`config.mk`:
```
export PLATFORM = sky130hd
export DESIGN_NAME = cpu_fetch_stream
export DESIGN_NICKNAME = d
export VERILOG_FILES = /design/src/rtl/cpu_fetch_stream.sv
export SDC_FILE = /design/constraint.sdc
export NUM_CORES = 1
export LEC_CHECK = 0
export ABC_AREA = 1
export BUFFER_PORTS_ARGS = -buffer_cell sky130_fd_sc_hd__buf_4
export CORE_MARGIN = 5
export CORE_UTILIZATION = 35
export CTS_CLUSTER_DIAMETER = 150
export DETAILED_ROUTE_END_ITERATION = 10
export PLACE_DENSITY = 0.56
export SETUP_SLACK_MARGIN = 0.1
export SLEW_MARGIN = 30
export SYNTH_ARGS = -nofsm -noshare
export SYNTH_HDL_FRONTEND = slang
export SYNTH_SLANG_ARGS = --single-unit
export TNS_END_PERCENT = 10
```
`constraint.sdc`:
```
create_clock -name clk_i -period 6.8 [get_ports clk_i]
set_clock_uncertainty 0.2 [all_clocks]
set_input_delay 0.34 -clock clk_i [delete_from_list [all_inputs] [get_ports clk_i]]
set_output_delay 0.34 -clock clk_i [all_outputs]
set_load 0.02 [all_outputs]
```
`src/rtl/cpu_fetch_stream.sv`:
```
// Instruction fetch unit: Wishbone-classic word reads into a halfword circular
// prefetch buffer, presenting opcode + operand window to decode.
module cpu_fetch_stream #(
    parameter logic [31:0] BOOT_ADDR = 32'h00001000,
    parameter int          DEPTH     = 8
) (
    input  logic        clk_i,
    input  logic        rst_i,
    output logic [31:0] wb_adr_o,
    output logic        wb_cyc_o,
    output logic        wb_stb_o,
    input  logic [31:0] wb_dat_i,
    input  logic        wb_ack_i,
    input  logic        redirect_i,
    input  logic [31:0] redirect_pc_i,
    input  logic        consume_i,
    input  logic        consume_len_i,
    output logic [15:0] opcode_o,
    output logic [31:0] operand_o,
    output logic        valid_o,
    output logic        operand_valid_o,
    output logic [31:0] pc_o
);

    localparam int PTR_W = $clog2(DEPTH);
    localparam int CNT_W = PTR_W + 1;

    typedef enum logic [1:0] {
        S_IDLE,
        S_REQ,
        S_DISCARD
    } state_t;

    state_t            r_state;
    logic [31:0]       r_fetch_addr;
    logic              r_drop_first;
    logic [31:0]       r_adr;
    logic              r_cyc;
    logic [CNT_W-1:0]  r_count;
    logic [PTR_W-1:0]  r_rd_ptr;
    logic [PTR_W-1:0]  r_wr_ptr;
    logic [15:0]       r_buf [DEPTH];
    logic [31:0]       r_pc;

    logic              w_valid;
    logic              w_operand_valid;
    logic              w_has_space;
    logic              w_ack_take;
    logic              w_consume_ok;
    logic [1:0]        w_n_written;
    logic [1:0]        w_n_consumed;

    assign w_valid         = (r_count != '0);
    assign w_operand_valid = (r_count >= CNT_W'(3));
    assign w_has_space     = (r_count <= CNT_W'(DEPTH - 2));

    // Only a normal REQ ack lands in the buffer; DISCARD acks and acks that
    // coincide with a redirect belong to the abandoned stream.
    assign w_ack_take   = (r_state == S_REQ) && wb_ack_i && !redirect_i;
    assign w_n_written  = w_ack_take ? (r_drop_first ? 2'd1 : 2'd2) : 2'd0;
    assign w_consume_ok = consume_i && !redirect_i &&
                          (consume_len_i ? w_operand_valid : w_valid);
    assign w_n_consumed = w_consume_ok ? (consume_len_i ? 2'd3 : 2'd1) : 2'd0;

    always_ff @(posedge clk_i or negedge rst_i) begin
        if (!rst_i) begin
            r_state      <= S_IDLE;
            r_cyc        <= 1'b0;
            r_adr        <= '0;
            r_fetch_addr <= BOOT_ADDR & ~32'h3;
            r_drop_first <= BOOT_ADDR[1];
        end else begin
            case (r_state)
                S_IDLE: begin
                    if (!redirect_i && w_has_space) begin
                        r_state <= S_REQ;
                        r_cyc   <= 1'b1;
                        r_adr   <= r_fetch_addr;
                    end
                end
                S_REQ: begin
                    if (wb_ack_i) begin
                        r_state <= S_IDLE;
                        r_cyc   <= 1'b0;
                    end else if (redirect_i) begin
                        r_state <= S_DISCARD;
                    end
                    if (w_ack_take) begin
                        r_fetch_addr <= r_fetch_addr + 32'd4;
                        r_drop_first <= 1'b0;
                    end
                end
                S_DISCARD: begin
                    if (wb_ack_i) begin
                        r_state <= S_IDLE;
                        r_cyc   <= 1'b0;
                    end
                end
                default: begin
                    r_state <= S_IDLE;
                    r_cyc   <= 1'b0;
                end
            endcase
            // The bus cycle in flight keeps its address; only the next fetch moves.
            if (redirect_i) begin
                r_fetch_addr <= redirect_pc_i & ~32'h3;
                r_drop_first <= redirect_pc_i[1];
            end
        end
    end

    always_ff @(posedge clk_i or negedge rst_i) begin
        if (!rst_i) begin
            r_count  <= '0;
            r_rd_ptr <= '0;
            r_wr_ptr <= '0;
            r_pc     <= BOOT_ADDR & ~32'h1;
            for (int i = 0; i < DEPTH; i++) begin
                r_buf[i] <= '0;
            end
        end else if (redirect_i) begin
            r_count  <= '0;
            r_rd_ptr <= '0;
            r_wr_ptr <= '0;
            r_pc     <= redirect_pc_i & ~32'h1;
        end else begin
            if (w_ack_take) begin
                if (r_drop_first) begin
                    r_buf[r_wr_ptr] <= wb_dat_i[15:0];
                end else begin
                    r_buf[r_wr_ptr]               <= wb_dat_i[31:16];
                    r_buf[r_wr_ptr + PTR_W'(1)]   <= wb_dat_i[15:0];
                end
                r_wr_ptr <= r_wr_ptr + PTR_W'(w_n_written);
            end
            if (w_consume_ok) begin
                r_rd_ptr <= r_rd_ptr + PTR_W'(w_n_consumed);
                r_pc     <= r_pc + (consume_len_i ? 32'd6 : 32'd2);
            end
            r_count <= r_count + CNT_W'(w_n_written) - CNT_W'(w_n_consumed);
        end
    end

    assign wb_adr_o        = r_adr;
    assign wb_cyc_o        = r_cyc;
    assign wb_stb_o        = r_cyc;
    assign opcode_o        = r_buf[r_rd_ptr];
    assign operand_o       = {r_buf[r_rd_ptr + PTR_W'(1)], r_buf[r_rd_ptr + PTR_W'(2)]};
    assign valid_o         = w_valid;
    assign operand_valid_o = w_operand_valid;
    assign pc_o            = r_pc;

endmodule

```
; ---- After elaboration in Yosys (flattened, before gate mapping)
; Cells that the tools add are included.
[word_totals]
reg_bits = 238
inputBits = 70
out_inout_bits = 116
elab_cells = 110
[classes]
addsub = 9
order_cmp = 9
eq_ne = 6
mux = 44
n_bitwise = 6
reduce_logical = 19
[ops]
columns = cell, n
row1 = bitwise mux 128 bit, 3
row2 = 2-to-1 mux 32 bit, 5
row3 = binary-select mux 16 bit (select 3 bit), 3
row4 = 2-to-1 mux 128 bit, 1
row5 = 2-to-1 mux 16 bit, 8
row6 = demux 16 bit (select 3 bit), 2
row7 = adder 32 x 3 -> 32 bit, 1
row8 = "adder 32 x 3 -> 32 bit, second input constant", 1
row9 = "greater-or-equal comparator 4 bit, second input constant", 5
row10 = inverter 3 -> 4 bit, 5
row11 = 2-to-1 mux 2 bit, 8
row12 = 2-to-1 mux 3 bit, 5
row13 = "less-than comparator 4 x 1 -> 1 bit, second input constant", 2
row14 = AND reduction 2 bit, 4
row15 = logical AND 1 bit, 7
row16 = "adder 3 x 1 -> 3 bit, second input constant", 2
row17 = adder 3 x 2 -> 3 bit, 2
row18 = 2-to-1 mux 1 bit, 6
row19 = one-hot mux 2 bit (3 select lines), 1
row20 = nonzero test 2 bit, 3
row21 = adder 4 x 2 -> 4 bit, 1
row22 = "greater-or-equal comparator 4 x 2 -> 1 bit, second input constant", 1
row23 = "<= comparator 4 x 3 -> 1 bit, second input constant", 1
row24 = 2-to-1 mux 4 bit, 1
row25 = 14 further kinds, 15

; ---- Logic depth before layout (Yosys ltp)
; Gate-level depths: netlist of the first run.
[depth]
ltp_word = 8
mapped_depth = 17

; ---- Least setup slack after synthesis of the first run
; Ideal clock, no wire load.
[synth_timing]
kind = flip-flop to flip-flop
startpoint = register r_count[3]
endpoint = register r_count[2]
setup_ns = 0.132
arrival_ns = 2.535
required_ns = 6.468
slack_ns = 3.933
stages_incl_launch_ff = 16
path_buffers = 1
synth_period_minus_slack_ns = 2.867
cell_sequence = dfrtp_1 > inv_1 > ha_1 > inv_1 > a21oi_1 > nand2_1 > nand3_2 > inv_2 > buf_2 > nand2_1 > inv_1 > fa_1 > inv_1 > fa_1 > xnor2_1 > nor2_1
[synth_between]
elab_chain_len = 6
elab_cells_between_ends = 7
cone_classes = add/sub: 1 / order compare: 1 / mux: 3 / reduce/logical: 2
[synth_rtl]
columns = element, line_no
row1 = "start, declared", 39  ; logic [CNT_W-1:0] r_count;
row2 = "start signal, assigned", 140  ; r_count <= r_count + CNT_W'(w_n_written) - CNT_W'(w_n_consumed);
row3 = greater-or-equal comparator 4 x 2 -> 1 bit / nonzero test 4 bit (equally long branches), "54, 53"
row4 = 2-to-1 mux 1 bit (*), 62  ; (consume_len_i ? w_operand_valid : w_valid);
row5 = logical AND 1 bit (*), 61  ; assign w_consume_ok = consume_i && !redirect_i &&
row6 = 2-to-1 mux 2 bit (*), 63  ; assign w_n_consumed = w_consume_ok ? (consume_len_i ? 2'd3 : 2'd1) : 2'd0;
row7 = subtractor 4 x 2 -> 4 bit (*), 140
row8 = 2-to-1 mux 4 bit (*), 121  ; end else if (redirect_i) begin
; Every way passes the cells marked *; elsewhere a longest branch is shown, timed or not.
; A chain may end at the register's enable or synchronous reset.

; ---- Worst setup path in the final report of the first run
[layout_timing]
startpoint = register r_rd_ptr[0]
endpoint = output port operand_o[21]
[layout_between]
elab_chain_len = 5
[layout_rtl]
columns = element, line_no
row1 = "start, declared", 40  ; logic [PTR_W-1:0] r_rd_ptr;
row2 = "start signal, assigned", 137  ; r_rd_ptr <= r_rd_ptr + PTR_W'(w_n_consumed);
row3 = adder 3 x 1 -> 3 bit, 148  ; assign operand_o = {r_buf[r_rd_ptr + PTR_W'(1)], r_buf[r_rd_ptr + PTR_W'(2)]};
row4 = inverter 3 -> 4 bit (not written as such), 148
row5 = binary-select mux 16 bit (select 3 bit), 148
row6 = 2-to-1 mux 16 bit (not written as such) (2 in a row), 148
row7 = "end, declared", 19  ; output logic [31:0] operand_o,
; Every way passes these cells. The select of a mux whose other input is x is not followed.

==> summary.txt, run 1 <==
Share of the synthesized area in the top cell type = 0.375
Startpoint types = flop
Full die area = 48300 µm²
Clk Latency, worst-skew pair = 560 ps
Core Rows = 76
Die X = 220 µm
WL final = 58.5 mm
Clock-pin transition on the worst setup and hold timing paths = 60 ps
Critical Path Fanout Max = 50
Nets = 2525
Global Route Usage Sum = 0.236
Drt wl/cell = 19.2 µm
# port buffers = 181
Peak VDD IR = 0.212 mV
Vias per cell = 5.37
Antenna violations before repair = 0
CTS H-tree lvls = 1
Final setup vio count = 0
Post-synthesis cell count = 2292
Routed length on met3 = 5.11 mm
Synth warn = 0
Tightest Hold Check Type = input pin to flop
Yosys reg bits = 233
WP data arrival = 3770 ps
Root Driver = clkbuf_16
Slew margin rel. = 0.262
CTS Sinks = 233
Initial core utilization = 0.355
Final hold viol count = 0
Max cap viols = 0
Post-Syn Area = 15400 µm²
Mean Syn Cell Area = 6.72 µm²
Unique masters post-synth = 46
Drt drc = 0
R2r startpoint = r_count[2]
Worst Setup SP = r_rd_ptr[0]
Met1 Wirelength = 24.4 mm
First-pass GRT wire length = 89.2 mm
P per Cell Area = 326 nW/µm²
Final TNS setup = 0 ps
Async SR Flop Fraction = 1.00
Synth area leader = dfrtp_1
Final max-slew violation count = 0
First DRT Iteration DRCs = 1525
Final antenna-violating net count = 0
Die height = 220 µm
Sequential area share after synthesis = 0.378
Tightest Pin Transition = 1100 ps
Top_reg_cell synth = dfrtp_1
Vias in the first global route = 15410
N_diodes = 0
Setup repair bufs after CTS = 0
CTS Buffer Depth = 3
Hold Startpoint = wb_dat_i[9]
RSZ-0062 raised after global routing = false
Post-synth EDFFs = 0
Fin crit share = 0.634
Total vias in the final route = 16330
Fmax = 232 MHz
Share of layout cells above drive strength 1 = 0.119
Top Ports = 186
Pin count of the biggest net entering global routing = 148
Met2 wire length = 26.8 mm
Kind of critical path = flop to output port
Layout area overhead = 20.3%
Finished Cell Area = 18500 µm²
Core Region = 43400 µm²
Drt pass-1 iters = 6
Status = completed
Top Metal Used = met4
GR Overflow Total = 0
Largest cells by area after synthesis = dfrtp_1 (38%), nand2_1 (17%), o21ai_0 (8.8%), inv_1 (6.1%), a21oi_1 (5.0%)
Critical path capture point type = output port
WP data required = 6260 ps
Leakage = 0.00863 µW
CTS tree = yes
Cts bufs inserted = 29
Placed Area = 17200 µm²
Dpl hpwl = 38.9 mm
Tmin final = 4310 ps
Routability Congestion = 0.901
==> synth_stat cells (all sizes together), types with 26 or more instances <==
| master | count |
|---|---|
| o211ai | 26 |
| inv | 257 |
| a22oi | 30 |
| dfrtp | 231 |
| nor2 | 208 |
| o22ai | 63 |
| nand4 | 44 |
| nand2 | 689 |
| a21oi | 160 |
| nand3 | 89 |
| o21ai | 283 |
| clkbuf | 57 |
| buf | 70 |
==> cells in the final DEF, fill, tap and decap left out, drive strengths merged <==
master / count
clkinv: 6
nor3: 9
o211ai: 26
xor2: 16
o31ai: 1
a21oi: 160
nand3b: 2
o21bai: 3
nand3: 89
clkinvlp: 1
a22oi: 30
a32oi: 16
o22ai: 63
clkbuf: 46
o221ai: 3
xnor2: 4
dfstp: 2
a31oi: 5
nand4: 44
dfrtp: 231
buf: 203
dlygate4sd3: 34
conb: 3
nand2: 689
fa: 5
o21ai: 283
bufinv: 2
nor2: 208
ha: 15
inv: 257
and2: 1
==> layer usage <==
metal  global-route usage  vias up
met4               0.0843        0
met2                0.383      792
met3               0.0470      153
met5                    0        -
met1                0.313     7575
li1                     -     7810
==> cells by family after synthesis <==
family | share of synthesized area
other | 0.000243
adder cells (fa/ha/maj) | 0.0187
AND/OR/NAND/NOR | 0.276
XOR/XNOR | 0.0114
AO/OA/AOI/OAI | 0.215
flip-flops | 0.378
buffers and inverters | 0.101
==> sequential cells by signal, summed over array words and instances, names as in the netlist <==
name          flops
r_rd_ptr          3
r_count           4
r_state           2
r_drop_first      1
r_buf           128
r_fetch_addr     30
pc_o             31
wb_cyc_o          1
r_wr_ptr          3
wb_adr_o         30
==> power breakdown <==
part | internal [µW] | switching [µW]
registers | 1710 | 276
logic | 872 | 1580
clock network | 974 | 630
total | 3550 | 2490
==> cell type report <==
class                           count  area [µm²]
Sequential cell                   233        5840
Fill cell                        4529       24800
Timing Repair Buffer              237        1930
Multi-Input combinational cell   1675        8080
Clock buffer                       46         900
Clock inverter                      7        87.6
Tap cell                          585         732
Inverter                          259         976
==> critical path, cell delays in order, from the launching register on <==
cell and delay [ps]:
dfrtp_4 600, ha_1 330, buf_4 530, inv_1 640, a21oi_1 280, o21ai_0 110, a32oi_1 470, buf_4 240
==> metrics by stage <==
step | setup WS (ps) | power (µW) | hold slack [ps] | util | instances
floorplan | 3930 | 3420 | -156 | - | 2294
global placement | 3130 | 4390 | 200 | 0.395 | 2950
detailed placement | 3120 | 4430 | 206 | 0.396 | 2952
CTS | 2530 | 6070 | 20.9 | 0.426 | 3039
global route | 2360 | 6420 | 54.7 | 0.428 | 3042
finish | 2490 | 6040 | 38.1 | 0.428 | 3042
==> worst paths after layout <==
check                           slack (ps)       endpoint  depth (start not counted)
worst min register to register         280    wb_adr_o[3]                          2
worst max-delay path                  2490  operand_o[21]                          7
worst min-delay path                    40     r_buf[121]                          5
max in group asynchronous             4850    r_rd_ptr[0]                          3
worst max register to register        3460     r_count[3]                         16
min in group asynchronous              160      r_buf[51]                          2
==> repair_timing <==
item | CTS | global route
setup endpoints to repair | 0 | 0
gates resized for setup | 0 | 0
hold buffers | 34 | 0
endpoints found under the hold margin | 150 | 0
Power figures use the tool's default switching activity.
==> run 2, diff against run 1 <==
--- a/config.mk
+++ b/config.mk
@@ -11,7 +11,7 @@
 export CORE_UTILIZATION = 35
 export CTS_CLUSTER_DIAMETER = 150
 export DETAILED_ROUTE_END_ITERATION = 10
-export PLACE_DENSITY = 0.56
+export PLACE_DENSITY = 0.57
 export SETUP_SLACK_MARGIN = 0.1
 export SLEW_MARGIN = 30
 export SYNTH_ARGS = -nofsm -noshare
==> constraint.sdc (replaced) <==
create_clock -name clk_i -period 3.6 [get_ports clk_i]
set_clock_uncertainty 0.2 [all_clocks]
set_input_delay 0.18 -clock clk_i [delete_from_list [all_inputs] [get_ports clk_i]]
set_output_delay 0.18 -clock clk_i [all_outputs]
set_load 0.02 [all_outputs]
==> run 2 against run 1 <==
Setup slack worse by 2100 ps. Combinational power up 91%. Worst hold slack worse by 8.4 ps. Sequential power up 90%. Via count up 1.6%. Global-route usage up 0.12 points. Total power up 86%. Clock-buffer cell count down 3. Largest cell class unchanged. Largest power group unchanged. Highest routed layer unchanged.
==> summary.txt, run 2 (synthesis results as in run 1) <==
Status = completed
R2r startpoint = r_count[3]
Root Driver = clkbuf_16
Max cap viols = 0 (unchanged)
Final antenna-violating net count = 0 (unchanged)
Critical path capture point type = output port
Initial core utilization = 0.355 (unchanged)
WP data required = 3220 ps (-3040 ps)
Setup repair bufs after CTS = 0 (unchanged)
Drt drc = 0 (unchanged)
First-pass GRT wire length = 89.8 mm (+0.72%)
Kind of critical path = flop to output port
Startpoint types = flop
Core Region = 43400 µm² (unchanged)
Fill count = 4417 (-2.5%)
Clk Latency, worst-skew pair = 550 ps (about the same)
Fin crit share = 0.887
Final hold slack = 29.7 ps (-8.38 ps)
CTS H-tree lvls = 1 (unchanged)
Tightest Hold Check Type = input pin to async pin
Layout area overhead = 23.6%
Register Area = 5840 µm² (unchanged)
N_diodes = 0 (unchanged)
Largest reg by FF count = r_buf
Most common cell after layout, fill and taps aside = nand2_1
# port buffers = 181 (unchanged)
CTS tree = yes
Reg-to-Reg End = r_count[2]
Peak VDD IR = 0.383 mV (+81%)
Vias per cell = 5.35 (-0.32%)
Critical Path Fanout Max = 15 (-70%)
Tightest Pin Transition = 1010 ps (-94.7 ps)
GR Overflow Total = 0 (unchanged)
Final max-slew violation count = 0 (unchanged)
Multi-input gate area = 8050 µm² (-0.37%)
Core Rows = 76 (unchanged)
Most frequent cells in the layout = nand2_1 (682), o21ai_0 (270), inv_1 (251)
Leakage = 0.00889 µW (+3.1%)
Pin count of the biggest net entering global routing = 227 (+53%)
Clock-pin transition on the worst setup and hold timing paths = 60 ps (about the same)
Tmin final = 3190 ps
CTS Sinks = 233 (unchanged)
WL final = 58.8 mm (+0.50%)
Slew margin rel. = 0.325 (+0.0627)
Drt pass-1 iters = 5 (-1)
Die X = 220 µm (unchanged)
Fmax = 313 MHz
Nets = 2591 (+2.6%)
Worst Setup SP = r_rd_ptr[0]
CTS Buffer Depth = 3 (unchanged)
P per Cell Area = 590 nW/µm² (+81%)
Top Ports = 186 (unchanged)
RSZ-0062 raised after global routing = false
Full die area = 48300 µm² (unchanged)
Final hold viol count = 0 (unchanged)
Number of flip-flops in the largest register = 128 (unchanged)
Antenna violations before repair = 0 (unchanged)
First DRT Iteration DRCs = 1413 (-7.3%)
Final Util = 0.439 (+0.0116)
Post-CTS Resized = 0 (unchanged)
R2R cell count = 14 (-2)
Drt wl/cell = 19.0 µm (-1.4%)
Dpl hpwl = 39.8 mm (+2.3%)
Total vias in the final route = 16599 (+1.6%)
Final setup vio count = 0 (unchanged)
Cts bufs inserted = 28 (-3.4%)
Vias in the first global route = 15578 (+1.1%)
Routability Congestion = 0.917 (+1.7%)
Worst R2R Setup Slack = 590 ps (-2870 ps)
Global Route Usage Sum = 0.237 (+0.00124)
Share of layout cells above drive strength 1 = 0.120 (+0.000336)
Final TNS setup = 0 ps (unchanged)
Die height = 220 µm (unchanged)
WP data arrival = 2810 ps (-960 ps)
[run 2: how the worst max path moves through the flow]
stage	depth (start not counted)	slack [ps]	end
CTS	6	410	operand_o[29]
finish	6	410	operand_o[29]
global route	6	290	operand_o[29]
detailed placement	14	620	r_count[2]
floorplan	15	730	r_count[2]
global placement	16	670	r_count[3]
[run 2: power breakdown]
group	switching, µW	internal (µW)	total, µW	leakage, µW
Sequential	536	3220	3760	0.00262
Clock	1140	1650	2780	0.000432
Combinational	2990	1710	4690	0.00584
Total	4660	6580	11200	0.00889
[run 2: metal layers]
metal / share of wire / global-route usage / up-vias / wire length [µm]
li1: - / - / 7945 / -
met1: 0.42 / 0.327 / 7778 / 25000
met2: 0.46 / 0.383 / 770 / 27000
met3: 0.086 / 0.0371 / 106 / 5070
met4: 0.030 / 0.0732 / 0 / 1760
met5: 0 / 0 / - / 0
[run 2: critical path, stage by stage, from the launching register on]
cell	delay, ps
dfrtp_4	500
ha_1	310
inv_1	350
a21oi_1	230
o21ai_0	110
a32oi_1	520
buf_4	240
[run 2: layout make-up]
type,count,area share
multi-input combinational,1675,0.423
clock inverter,3,0.00210
inverter,259,0.0512
timing repair buffer,304,0.135
clock buffer,43,0.0440
tap,585,0.0384
sequential,233,0.306
[run 2: what timing repair did]
action                     in CTS  in global routing
setup endpoints to repair       0                  0
hold endpoints to repair      279                  0
hold buffers                   84                  0
[run 2: metrics by stage]
step / area [µm²] / power [µW] / std cells / setup WS [ps]
floorplan: 15400 / 6450 / 2294 / 733
global placement: 17300 / 8320 / 2972 / 671
detailed placement: 17300 / 8400 / 2972 / 618
CTS: 19000 / 11300 / 3102 / 412
global route: 19000 / 12000 / 3102 / 287
finish: 19000 / 11200 / 3102 / 405
